<file path="src/rtl/cnn_cell_iter.sv">
// -----------------------------------------------------------------------------
// cnn_cell_iter
//   Self-iterating CNN cell. One shared multiplier Euler-integrates
//     X' = -X + sum(A*Y) + sum(B*U) + I
//   over a 3x3 neighbourhood. The output is Y = clamp(X, -ONE, +ONE). The cell
//   iterates until ITER_MAX steps or, optionally, until the state converges.
//   The feed-forward term sum(B*U) + I is computed once per run. The feedback
//   term sum(A*Y) is recomputed every iteration from a snapshot of Y_nb.
//
// Optional feature macro: CNN_CONV_DETECT_EN
//   Defined   : a run also ends when |X_next - X| <= TOL.
//   Undefined : every run lasts exactly ITER_MAX iterations and TOL is ignored.
//
// Ports
//   clk, rst      rising-edge clock; synchronous active-high reset
//   start         begin a run (sampled only while idle)
//   A_flat/B_flat feedback/control templates, tap k at [k*WIDTH +: WIDTH]
//   U_flat        input neighbourhood, same layout
//   I             bias
//   X0            initial state (2*WIDTH)
//   Y_nb          neighbour outputs, tap k at [k*2*WIDTH +: 2*WIDTH]
//   Xout, Yout    current state and its clamped output
//   busy          run in progress
//   step_done     one-cycle pulse per completed iteration
//   iter_cnt      completed iterations in this run
//   fin_flag      run finished (held until next start)
//   counter_flag  run ended on the iteration limit
// -----------------------------------------------------------------------------
module cnn_cell_iter #(
    parameter int WIDTH    = 9,
    parameter int FRAC     = 4,
    parameter int DT_SHIFT = 0,
    parameter int ITER_MAX = 64,
    parameter int TOL      = 0
) (
    input  logic                   clk,
    input  logic                   rst,
    input  logic                   start,
    input  logic [9*WIDTH-1:0]     A_flat,
    input  logic [9*WIDTH-1:0]     B_flat,
    input  logic [9*WIDTH-1:0]     U_flat,
    input  logic [WIDTH-1:0]       I,
    input  logic [2*WIDTH-1:0]     X0,
    input  logic [18*WIDTH-1:0]    Y_nb,
    output logic [2*WIDTH-1:0]     Xout,
    output logic [2*WIDTH-1:0]     Yout,
    output logic                   busy,
    output logic                   step_done,
    output logic [7:0]             iter_cnt,
    output logic                   fin_flag,
    output logic                   counter_flag
);

    localparam int XW    = 2 * WIDTH;
    localparam int XW1   = XW + 1;
    localparam int PW    = 3 * WIDTH;
    localparam int ACC_W = 3 * WIDTH + FRAC + 4;

    localparam logic signed [ACC_W-1:0] X_MAX  = {{(ACC_W-XW+1){1'b0}}, {(XW-1){1'b1}}};
    localparam logic signed [ACC_W-1:0] X_MIN  = {{(ACC_W-XW+1){1'b1}}, {(XW-1){1'b0}}};
    localparam logic signed [XW-1:0]    ONE_X  = XW'(2 ** FRAC);
    localparam logic signed [XW-1:0]    NEG_ONE = -ONE_X;
    localparam logic [8:0]              ITER_LIM = 9'(ITER_MAX);
    localparam logic [XW:0]             TOL_V  = XW1'(TOL);

`ifdef CNN_CONV_DETECT_EN
    localparam bit CONV_EN = 1'b1;
`else
    // The comparator below is constant-folded away in this build.
    localparam bit CONV_EN = 1'b0;
`endif

    typedef enum logic [2:0] {S_IDLE, S_BU, S_LDY, S_AY, S_UPD, S_DONE} state_t;

    function automatic logic signed [XW-1:0] sat_x(input logic signed [ACC_W-1:0] v);
        if (v > X_MAX)      return X_MAX[XW-1:0];
        else if (v < X_MIN) return X_MIN[XW-1:0];
        else                return v[XW-1:0];
    endfunction

    function automatic logic signed [XW-1:0] clamp_y(input logic signed [XW-1:0] v);
        if (v > ONE_X)        return ONE_X;
        else if (v < NEG_ONE) return NEG_ONE;
        else                  return v;
    endfunction

    state_t                   state;
    logic [3:0]               tap;
    logic signed [WIDTH-1:0]  a_q [9];
    logic signed [WIDTH-1:0]  b_q [9];
    logic signed [WIDTH-1:0]  u_q [9];
    logic signed [WIDTH-1:0]  i_q;
    logic signed [XW-1:0]     y_snap [9];
    logic signed [ACC_W-1:0]  acc_bu;
    logic signed [ACC_W-1:0]  acc;
    logic signed [XW-1:0]     x_q;
    logic signed [XW-1:0]     y_q;

    // Shared multiplier and update datapath.
    logic signed [WIDTH-1:0]  mul_a;
    logic signed [XW-1:0]     mul_b;
    logic signed [PW-1:0]     prod;
    logic signed [ACC_W-1:0]  bu_bias;
    logic signed [ACC_W-1:0]  acc_sh;
    logic signed [XW-1:0]     s_val;
    logic signed [XW:0]       diff;
    logic signed [XW:0]       delta;
    logic signed [ACC_W-1:0]  x_sum;
    logic signed [XW-1:0]     x_next;
    logic signed [XW:0]       step;
    logic [XW:0]              step_abs;
    logic                     converged;
    logic                     at_limit;
    logic [7:0]               iter_inc;

    // NOTE: every variable written here gets a default first, so no path can leave it unassigned and infer a latch.
    always_comb begin
        mul_a = a_q[tap];
        mul_b = y_snap[tap];
        if (state == S_BU) begin
            mul_a = b_q[tap];
            mul_b = XW'(u_q[tap]);
        end
        prod    = PW'(mul_a) * PW'(mul_b);
        bu_bias = (tap == 4'd8) ? (ACC_W'(i_q) <<< FRAC) : '0;

        acc_sh   = acc >>> FRAC;
        s_val    = sat_x(acc_sh);
        diff     = XW1'(s_val) - XW1'(x_q);
        delta    = diff >>> DT_SHIFT;
        x_sum    = ACC_W'(x_q) + ACC_W'(delta);
        x_next   = sat_x(x_sum);
        step     = XW1'(x_next) - XW1'(x_q);
        step_abs = step[XW] ? $unsigned(-step) : $unsigned(step);
        converged = CONV_EN && (step_abs <= TOL_V);

        at_limit = ({1'b0, iter_cnt} + 9'd1) == ITER_LIM;
        iter_inc = (iter_cnt == 8'hFF) ? iter_cnt : iter_cnt + 8'd1;
    end

    // NOTE: all state is updated with non-blocking assignments so every register samples pre-edge values.
    always_ff @(posedge clk) begin
        if (rst) begin
            state        <= S_IDLE;
            tap          <= '0;
            // NOTE: the small operand/snapshot arrays are plain flops and are reset, keeping outputs deterministic.
            for (int k = 0; k < 9; k++) begin
                a_q[k]    <= '0;
                b_q[k]    <= '0;
                u_q[k]    <= '0;
                y_snap[k] <= '0;
            end
            i_q          <= '0;
            acc_bu       <= '0;
            acc          <= '0;
            x_q          <= '0;
            y_q          <= '0;
            busy         <= 1'b0;
            step_done    <= 1'b0;
            iter_cnt     <= '0;
            fin_flag     <= 1'b0;
            counter_flag <= 1'b0;
        end else begin
            step_done <= 1'b0;
            case (state)
                S_IDLE: begin
                    if (start) begin
                        for (int k = 0; k < 9; k++) begin
                            a_q[k] <= A_flat[k*WIDTH +: WIDTH];
                            b_q[k] <= B_flat[k*WIDTH +: WIDTH];
                            u_q[k] <= U_flat[k*WIDTH +: WIDTH];
                        end
                        i_q          <= I;
                        x_q          <= X0;
                        y_q          <= clamp_y($signed(X0));
                        iter_cnt     <= '0;
                        fin_flag     <= 1'b0;
                        counter_flag <= 1'b0;
                        acc_bu       <= '0;
                        tap          <= '0;
                        busy         <= 1'b1;
                        state        <= S_BU;
                    end
                end
                S_BU: begin
                    // Bias joins on the last tap so acc_bu is final when BU ends.
                    acc_bu <= acc_bu + ACC_W'(prod) + bu_bias;
                    if (tap == 4'd8) begin
                        tap   <= '0;
                        state <= S_LDY;
                    end else begin
                        tap <= tap + 4'd1;
                    end
                end
                S_LDY: begin
                    for (int k = 0; k < 9; k++)
                        y_snap[k] <= Y_nb[k*XW +: XW];
                    acc   <= acc_bu;
                    tap   <= '0;
                    state <= S_AY;
                end
                S_AY: begin
                    acc <= acc + ACC_W'(prod);
                    if (tap == 4'd8) begin
                        tap   <= '0;
                        state <= S_UPD;
                    end else begin
                        tap <= tap + 4'd1;
                    end
                end
                S_UPD: begin
                    x_q       <= x_next;
                    y_q       <= clamp_y(x_next);
                    iter_cnt  <= iter_inc;
                    step_done <= 1'b1;
                    if (at_limit) begin
                        counter_flag <= 1'b1;
                        state        <= S_DONE;
                    end else if (converged) begin
                        state <= S_DONE;
                    end else begin
                        state <= S_LDY;
                    end
                end
                S_DONE: begin
                    fin_flag <= 1'b1;
                    busy     <= 1'b0;
                    state    <= S_IDLE;
                end
                default: state <= S_IDLE;
            endcase
        end
    end

    assign Xout = x_q;
    assign Yout = y_q;

endmodule

</file>
<file path="config.mk">
export PLATFORM = sky130hd
export DESIGN_NAME = cnn_cell_iter
export DESIGN_NICKNAME = d
export VERILOG_FILES = /design/src/rtl/cnn_cell_iter.sv
export SDC_FILE = /design/constraint.sdc
export NUM_CORES = 1
export LEC_CHECK = 0
export CORE_UTILIZATION = 50
export CTS_BUF_LIST = sky130_fd_sc_hd__clkbuf_8
export CTS_CLUSTER_DIAMETER = 200
export CTS_CLUSTER_SIZE = 10
export DETAILED_ROUTE_END_ITERATION = 7
export HOLD_SLACK_MARGIN = 0.05
export PLACE_DENSITY = 0.77
export SLEW_MARGIN = 20
export SYNTH_ARGS = -nofsm -noshare
export SYNTH_HDL_FRONTEND = slang
export SYNTH_SLANG_ARGS = --single-unit
</file>
<file path="constraint.sdc">
create_clock -name clk -period 12.1 [get_ports clk]
set_clock_uncertainty 0.15 [all_clocks]
set_input_delay 1.815 -clock clk [delete_from_list [all_inputs] [get_ports clk]]
set_output_delay 1.815 -clock clk [all_outputs]
set_load 0.02 [all_outputs]
</file>
==> qor.txt, run 1 <==
status: completed
Worst slew margin: 23.30%
die height: 265.7 µm
slowest cell on the critical path: a31oi_1
crit path kind: reg -> reg
measured slew at the worst slew-check pin: 1.151 ns
# rows: 96
Synth cell types: 74
root buffer cell: clkbuf_8
Final Setup Violations: 0
asr flop ratio synth: 0%
cell count after synthesis: 3,217
later-pin clock latency in the skew report: 0.71 ns
fin crit period: 11.10 ns
critical path data required time: 12.52 ns
Syn Area/Cell: 10.80 µm²
area share of the largest cell type after synthesis: 34.99%
Min-Delay Path Class: reg -> reg
clk slew on worst S/H paths: 0.08 ns
DRC violations left: 0
via/cell ratio: 5.766
CTS resizes: 0
GRT overflow: 0
Syn Nets: 3,970
CTS tree: done
layout cells sized above 1: 6.959%
antenna violations before repair: 17
setup ws final: 1.003 ns
area leader, netlist: edfxtp_1
top post-synthesis cells by area: edfxtp_1, fa_1, dfxtp_1
global-route wire length before repair: 149,700 µm
post-CTS setup buffers: 0
Layout Nets: 4,375
Routed Antenna Nets: 0
Placeable Area: 68,710 µm²
Fin. Hold Viols: 0
routed wire length per instance: 21.89 µm
final period utilization: 91.71%
Die Area: 70,580 µm²
RSZ-0062 raised after global routing: no
Seq cells post-synth: 543
vias post-DR: 26,470
most used cell, CP: inv_1
Die Wd: 265.7 µm
vias in the first global route: 25,540
drt first pass iters: 7
most frequent cell after synthesis: edfxtp_1
I/O pin count: 483
detailed-route wire length: 100,500 µm
# placed instances: 4,491
Lkg Pwr: 17.54 nW
P&R area growth vs syn: 19.38%
setup TNS: 0 ns
pre-CTS WS: 1.107 ns
Critical Path Fanout Max: 27
gp weighted congestion: 0.9310
Max Freq: 0.09012 GHz
Final Non-Filler Cells: 4,591
fillers: 5,611
Syn Std Cell Area: 34,760 µm²
maximum vdd drop: 207.7 µV
Syn. warnings: 0
max-slew violation count: 0
Main synth FF type: edfxtp_1
htree depth: 2
clk buf depth: 3
Post-CTS Hold Buffers: 0
max cap viols: 0
crit start category: flip-flop
CTS buffer count: 60
Initial Utilization: 50.59%
Power Dens Cells: 263.9 nW/µm²
largest net degree at the start of global routing: 268
top post-synthesis cells by count: edfxtp_1, inv_1, and3_1
endpoint type of the worst setup path: flip-flop
EDFF count, synth: 405
CP max stage delay: 0.60 ns
clock sinks: 543
GRT Total Usage: 27.96%
Crit path arrival time: 11.52 ns
DP HPWL: 75,820 µm
sequential area share after synthesis: 42.94%
PortBufs: 482
initial DRC count: 2,747
[worst max-delay path: cells and delay by family, from the launching register on]
| family | cells | cell delay (ns) |
|---|---|---|
| xor+xnor | 2 | 0.44 |
| flops | 1 | 0.42 |
| compound gates | 15 | 3.31 |
| simple gates | 8 | 2.01 |
| fa+ha+maj | 9 | 3.52 |
| mux | 1 | 0.35 |
| buf+inv | 7 | 0.75 |
[cell families after synthesis]
group	share of synthesized area, %
buf+inv	4.982
simple gates	16.71
mux	7.711
fa+ha+maj	15.01
compound gates	10.31
xor+xnor	2.343
flops	42.94
[sequential cells by signal, indices dropped and copies added (netlist names), 3 cells and up, named ones only]
signal    flops
state         3
u_q          81
acc_bu       35
b_q          81
y_snap      162
tap           4
i_q           9
Yout         18
Xout         18
a_q          81
acc          35
iter_cnt      8
[through the flow]
step                      utilization, %  total power, mW  hold slack, ns  instance area, µm²
final                              60.39            10.95          0.3098               41490
after global placement             58.93            9.565          0.2976               40490
after CTS                          60.35            10.88          0.3113               41470
after detailed placement           58.93            9.705          0.3005               40490
after global routing               60.38            11.92          0.3230               41490
after floorplan                        -            7.925          0.2866               34760
[placed cells by master (no fill, tap or decap), types with 13 or more instances in the layout]
master,count
o21bai_1,14
clkbuf_8,61
fa_1,165
ha_1,153
edfxtp_1,405
dfxtp_1,133
nand2b_1,21
mux4_2,107
clkdlybuf4s50_1,481
nor3_1,36
nand3_1,28
nor2b_1,44
a21oi_1,147
o21ai_0,101
a311oi_1,16
a21o_1,59
nand4_1,17
a31oi_1,35
buf_4,38
inv_1,303
nor2_1,228
nand2_1,237
and2_1,178
a211oi_1,35
nor4_1,14
a22oi_1,30
o21ai_1,13
a221oi_1,14
xor2_1,29
o21a_1,13
xnor2_1,64
and3_1,257
mux2i_1,27
[per-layer routing]
layer | up-vias | wire length, µm | global-route usage [%]
met2 | 1144 | 47960 | 44.81
met5 | - | 77 | 0
met4 | 12 | 3713 | 11.01
met1 | 12858 | 40180 | 37.25
met3 | 198 | 8548 | 5.879
li1 | 12258 | - | -
[where the power goes]
part	leakage [nW]	internal [mW]	switching (mW)
combinational	11.5	3.01	4.54
sequential	5.42	2.19	0.0879
clock	0.596	0.463	0.669
[worst paths after layout]
| path | from | to | slack (ns) | depth (start not counted) |
|---|---|---|---|---|
| worst max-delay path | state[2] | acc_bu[34] | 1.00 | 42 |
| worst max register to register | state[2] | acc_bu[34] | 1.00 | 42 |
| worst min register to register | i_q[3] | i_q[3] | 0.31 | 2 |
| worst min-delay path | i_q[3] | i_q[3] | 0.31 | 2 |
[final cells by class]
| type | count | area [µm²] | area share, % |
|---|---|---|---|
| clock inverter | 29 | 138.9 | 0.3347 |
| sequential | 543 | 14940 | 36.00 |
| inverter | 278 | 1049 | 2.527 |
| timing repair buffer | 523 | 5180 | 12.48 |
| tap | 931 | 1165 | 2.807 |
| antenna | 10 | 25.02 | 0.06031 |
| multi-input combinational | 2216 | 18160 | 43.77 |
| clock buffer | 61 | 839.6 | 2.023 |
No activity file was read; power rests on OpenSTA's default activity.
==> inputs of run 2 (changes only) <==
--- a/config.mk
+++ b/config.mk
@@ -12,6 +12,7 @@
 export DETAILED_ROUTE_END_ITERATION = 7
 export HOLD_SLACK_MARGIN = 0.05
 export PLACE_DENSITY = 0.77
+export REMOVE_ABC_BUFFERS = 1
 export SLEW_MARGIN = 20
 export SYNTH_ARGS = -nofsm -noshare
 export SYNTH_HDL_FRONTEND = slang
==> run 2 against run 1 <==
Net effect:
- setup slack better by 0.15 ns
- final cell count up 0.24%
- clock power about the same
- global-route usage down 2.2 points
- largest cell class unchanged
- sequential share of layout area down 0.098 points
- clock-buffer cell count down 1
- highest routed layer unchanged
- die area unchanged
- largest power group unchanged
- via count down 1.3%
- routed wire length down 8.7%
- sequential power about the same
- first-iteration DRC count down 9.1%
==> qor.txt, run 2 (synthesized netlist as in run 1, its figures left out) <==
endpoint type of the worst setup path: flip-flop
fin crit period: 10.94 ns (-0.1519 ns)
vias in the first global route: 25,938 (+1.6%)
Placeable Area: 68,710 µm² (unchanged)
GRT overflow: 0 (unchanged)
DRC violations left: 0 (unchanged)
final period utilization: 90.45% (-1.3 points)
antenna violations before repair: 16 (-1)
initial DRC count: 2,496 (-9.1%)
drt first pass iters: 6 (-1)
clock sinks: 543 (unchanged)
Largest Register: y_snap
Worst slew margin: 31.08% (+7.8 points)
Die Area: 70,580 µm² (unchanged)
Critical Path Fanout Max: 21 (-22%)
die height: 265.7 µm (unchanged)
detailed-route wire length: 91,740 µm (-8.7%)
clk buf depth: 3 (unchanged)
Routed Antenna Nets: 0 (unchanged)
gp weighted congestion: 0.9289 (-0.23%)
Layout Nets: 4,379 (+0.091%)
Fin. Hold Viols: 0 (unchanged)
DP HPWL: 68,930 µm (-9.1%)
most used cell, CP: fa_1
maximum vdd drop: 207.3 µV (-0.17%)
# placed instances: 4,493 (+0.045%)
global-route wire length before repair: 142,100 µm (-5.1%)
setup TNS: 0 ns (unchanged)
root buffer cell: clkbuf_8
crit path kind: reg -> reg
max cap viols: 0 (unchanged)
max reg flops: 162 (unchanged)
design area: 41,610 µm² (+0.27%)
PortBufs: 482 (unchanged)
Power Dens Cells: 259.1 nW/µm² (-1.8%)
leading cell type in the layout, fill and taps excluded: clkdlybuf4s50_1
Post-CTS Hold Buffers: 0 (unchanged)
largest net degree at the start of global routing: 254 (-5.2%)
Hold WS: 0.3180 ns (+0.008231 ns)
slowest cell on the critical path: a31oi_1
clk slew on worst S/H paths: 0.08 ns (about the same)
final total power: 10.78 mW (-1.6%)
layout cells sized above 1: 7.028% (+0.069 points)
Max Freq: 0.09137 GHz (+1.4%)
Die Wd: 265.7 µm (unchanged)
CTS resizes: 0 (unchanged)
Final Setup Violations: 0 (unchanged)
routed wire length per instance: 19.94 µm (-8.9%)
most frequent cells in the layout: clkdlybuf4s50_1, edfxtp_1, inv_1, and3_1, nand2_1
status: completed
post-CTS setup buffers: 0 (unchanged)
CP max stage delay: 0.62 ns (+0.02 ns)
via/cell ratio: 5.679 (-1.5%)
critical path data required time: 12.52 ns (about the same)
later-pin clock latency in the skew report: 0.73 ns (+0.02 ns)
Initial Utilization: 50.59% (unchanged)
Final Non-Filler Cells: 4,602 (+0.24%)
P&R area growth vs syn: 19.70%
Min-Delay Path Class: reg -> reg
measured slew at the worst slew-check pin: 1.034 ns (-0.1167 ns)
Crit path arrival time: 11.36 ns (-0.16 ns)
RSZ-0062 raised after global routing: no
vias post-DR: 26,134 (-1.3%)
GRT Total Usage: 25.77% (-2.2 points)
CTS buffer count: 60 (unchanged)
# rows: 96 (unchanged)
htree depth: 2 (unchanged)
Lkg Pwr: 17.60 nW (+0.35%)
DP Area: 40,540 µm² (+0.12%)
I/O pin count: 483 (unchanged)
crit start category: flip-flop
max-slew violation count: 0 (unchanged)
CTS tree: done
run 2: cell count changes in the layout (fill, tap and decap cells not counted):
cell,previous run,this run
inv_1,303,306
buf_12,4,5
buf_4,38,37
nor2_2,2,1
diode_2,10,14
nor2_1,228,229
clkinv_8,1,0
buf_6,0,1
clkbuf_8,61,60
buf_16,0,3
inv_6,2,4
run 2: critical path, delay by kind of cell (launching register included):
kind	cells	cell delay [ns]
multiplexers	1	0.32
AO/OA/AOI/OAI	12	2.69
adder cells (fa/ha/maj)	8	3.74
AND/OR/NAND/NOR	10	2.34
buffers and inverters	5	0.90
XOR/XNOR	2	0.14
flip-flops	1	0.48
run 2: final cells by class:
| class | count | area [µm²] |
|---|---|---|
| Antenna cell | 14 | 35.03 |
| Fill cell | 5592 | 27100 |
| Inverter | 278 | 1049 |
| Clock buffer | 60 | 825.8 |
| Sequential cell | 543 | 14940 |
| Timing Repair Buffer | 527 | 5286 |
| Tap cell | 931 | 1165 |
| Multi-Input combinational cell | 2216 | 18160 |
| Clock inverter | 33 | 151.4 |
run 2: metal layers:
| layer | GRT usage [%] | wire length, µm | vias to the layer above |
|---|---|---|---|
| li1 | - | - | 12275 |
| met1 | 32.85 | 36390 | 12699 |
| met2 | 44.08 | 45980 | 999 |
| met3 | 4.388 | 6347 | 159 |
| met4 | 9.444 | 3017 | 2 |
| met5 | 0 | 13 | - |
run 2: stage by stage:
stage | worst slack, ns | util [%]
finish | 1.155 | 60.56
global route | 0.4151 | 60.55
CTS | 1.140 | 60.42
detailed placement | 1.247 | 59.00
global placement | 1.367 | 58.93
floorplan | -3.857 | -
run 2: path summary, 6_finish.rpt:
kind	from	endpoint	slack (ns)	cells after the start
setup reg to reg	state[0]	acc_bu[34]	1.16	38
hold / removal	i_q[8]	i_q[8]	0.32	2
hold reg to reg	i_q[8]	i_q[8]	0.32	2
setup / recovery	state[0]	acc_bu[34]	1.16	38
run 2: report_power, final:
part           leakage [nW]  switching, mW  internal [mW]
clock                 0.607          0.669          0.459
combinational          11.6           4.38           3.01
sequential             5.42         0.0820           2.19
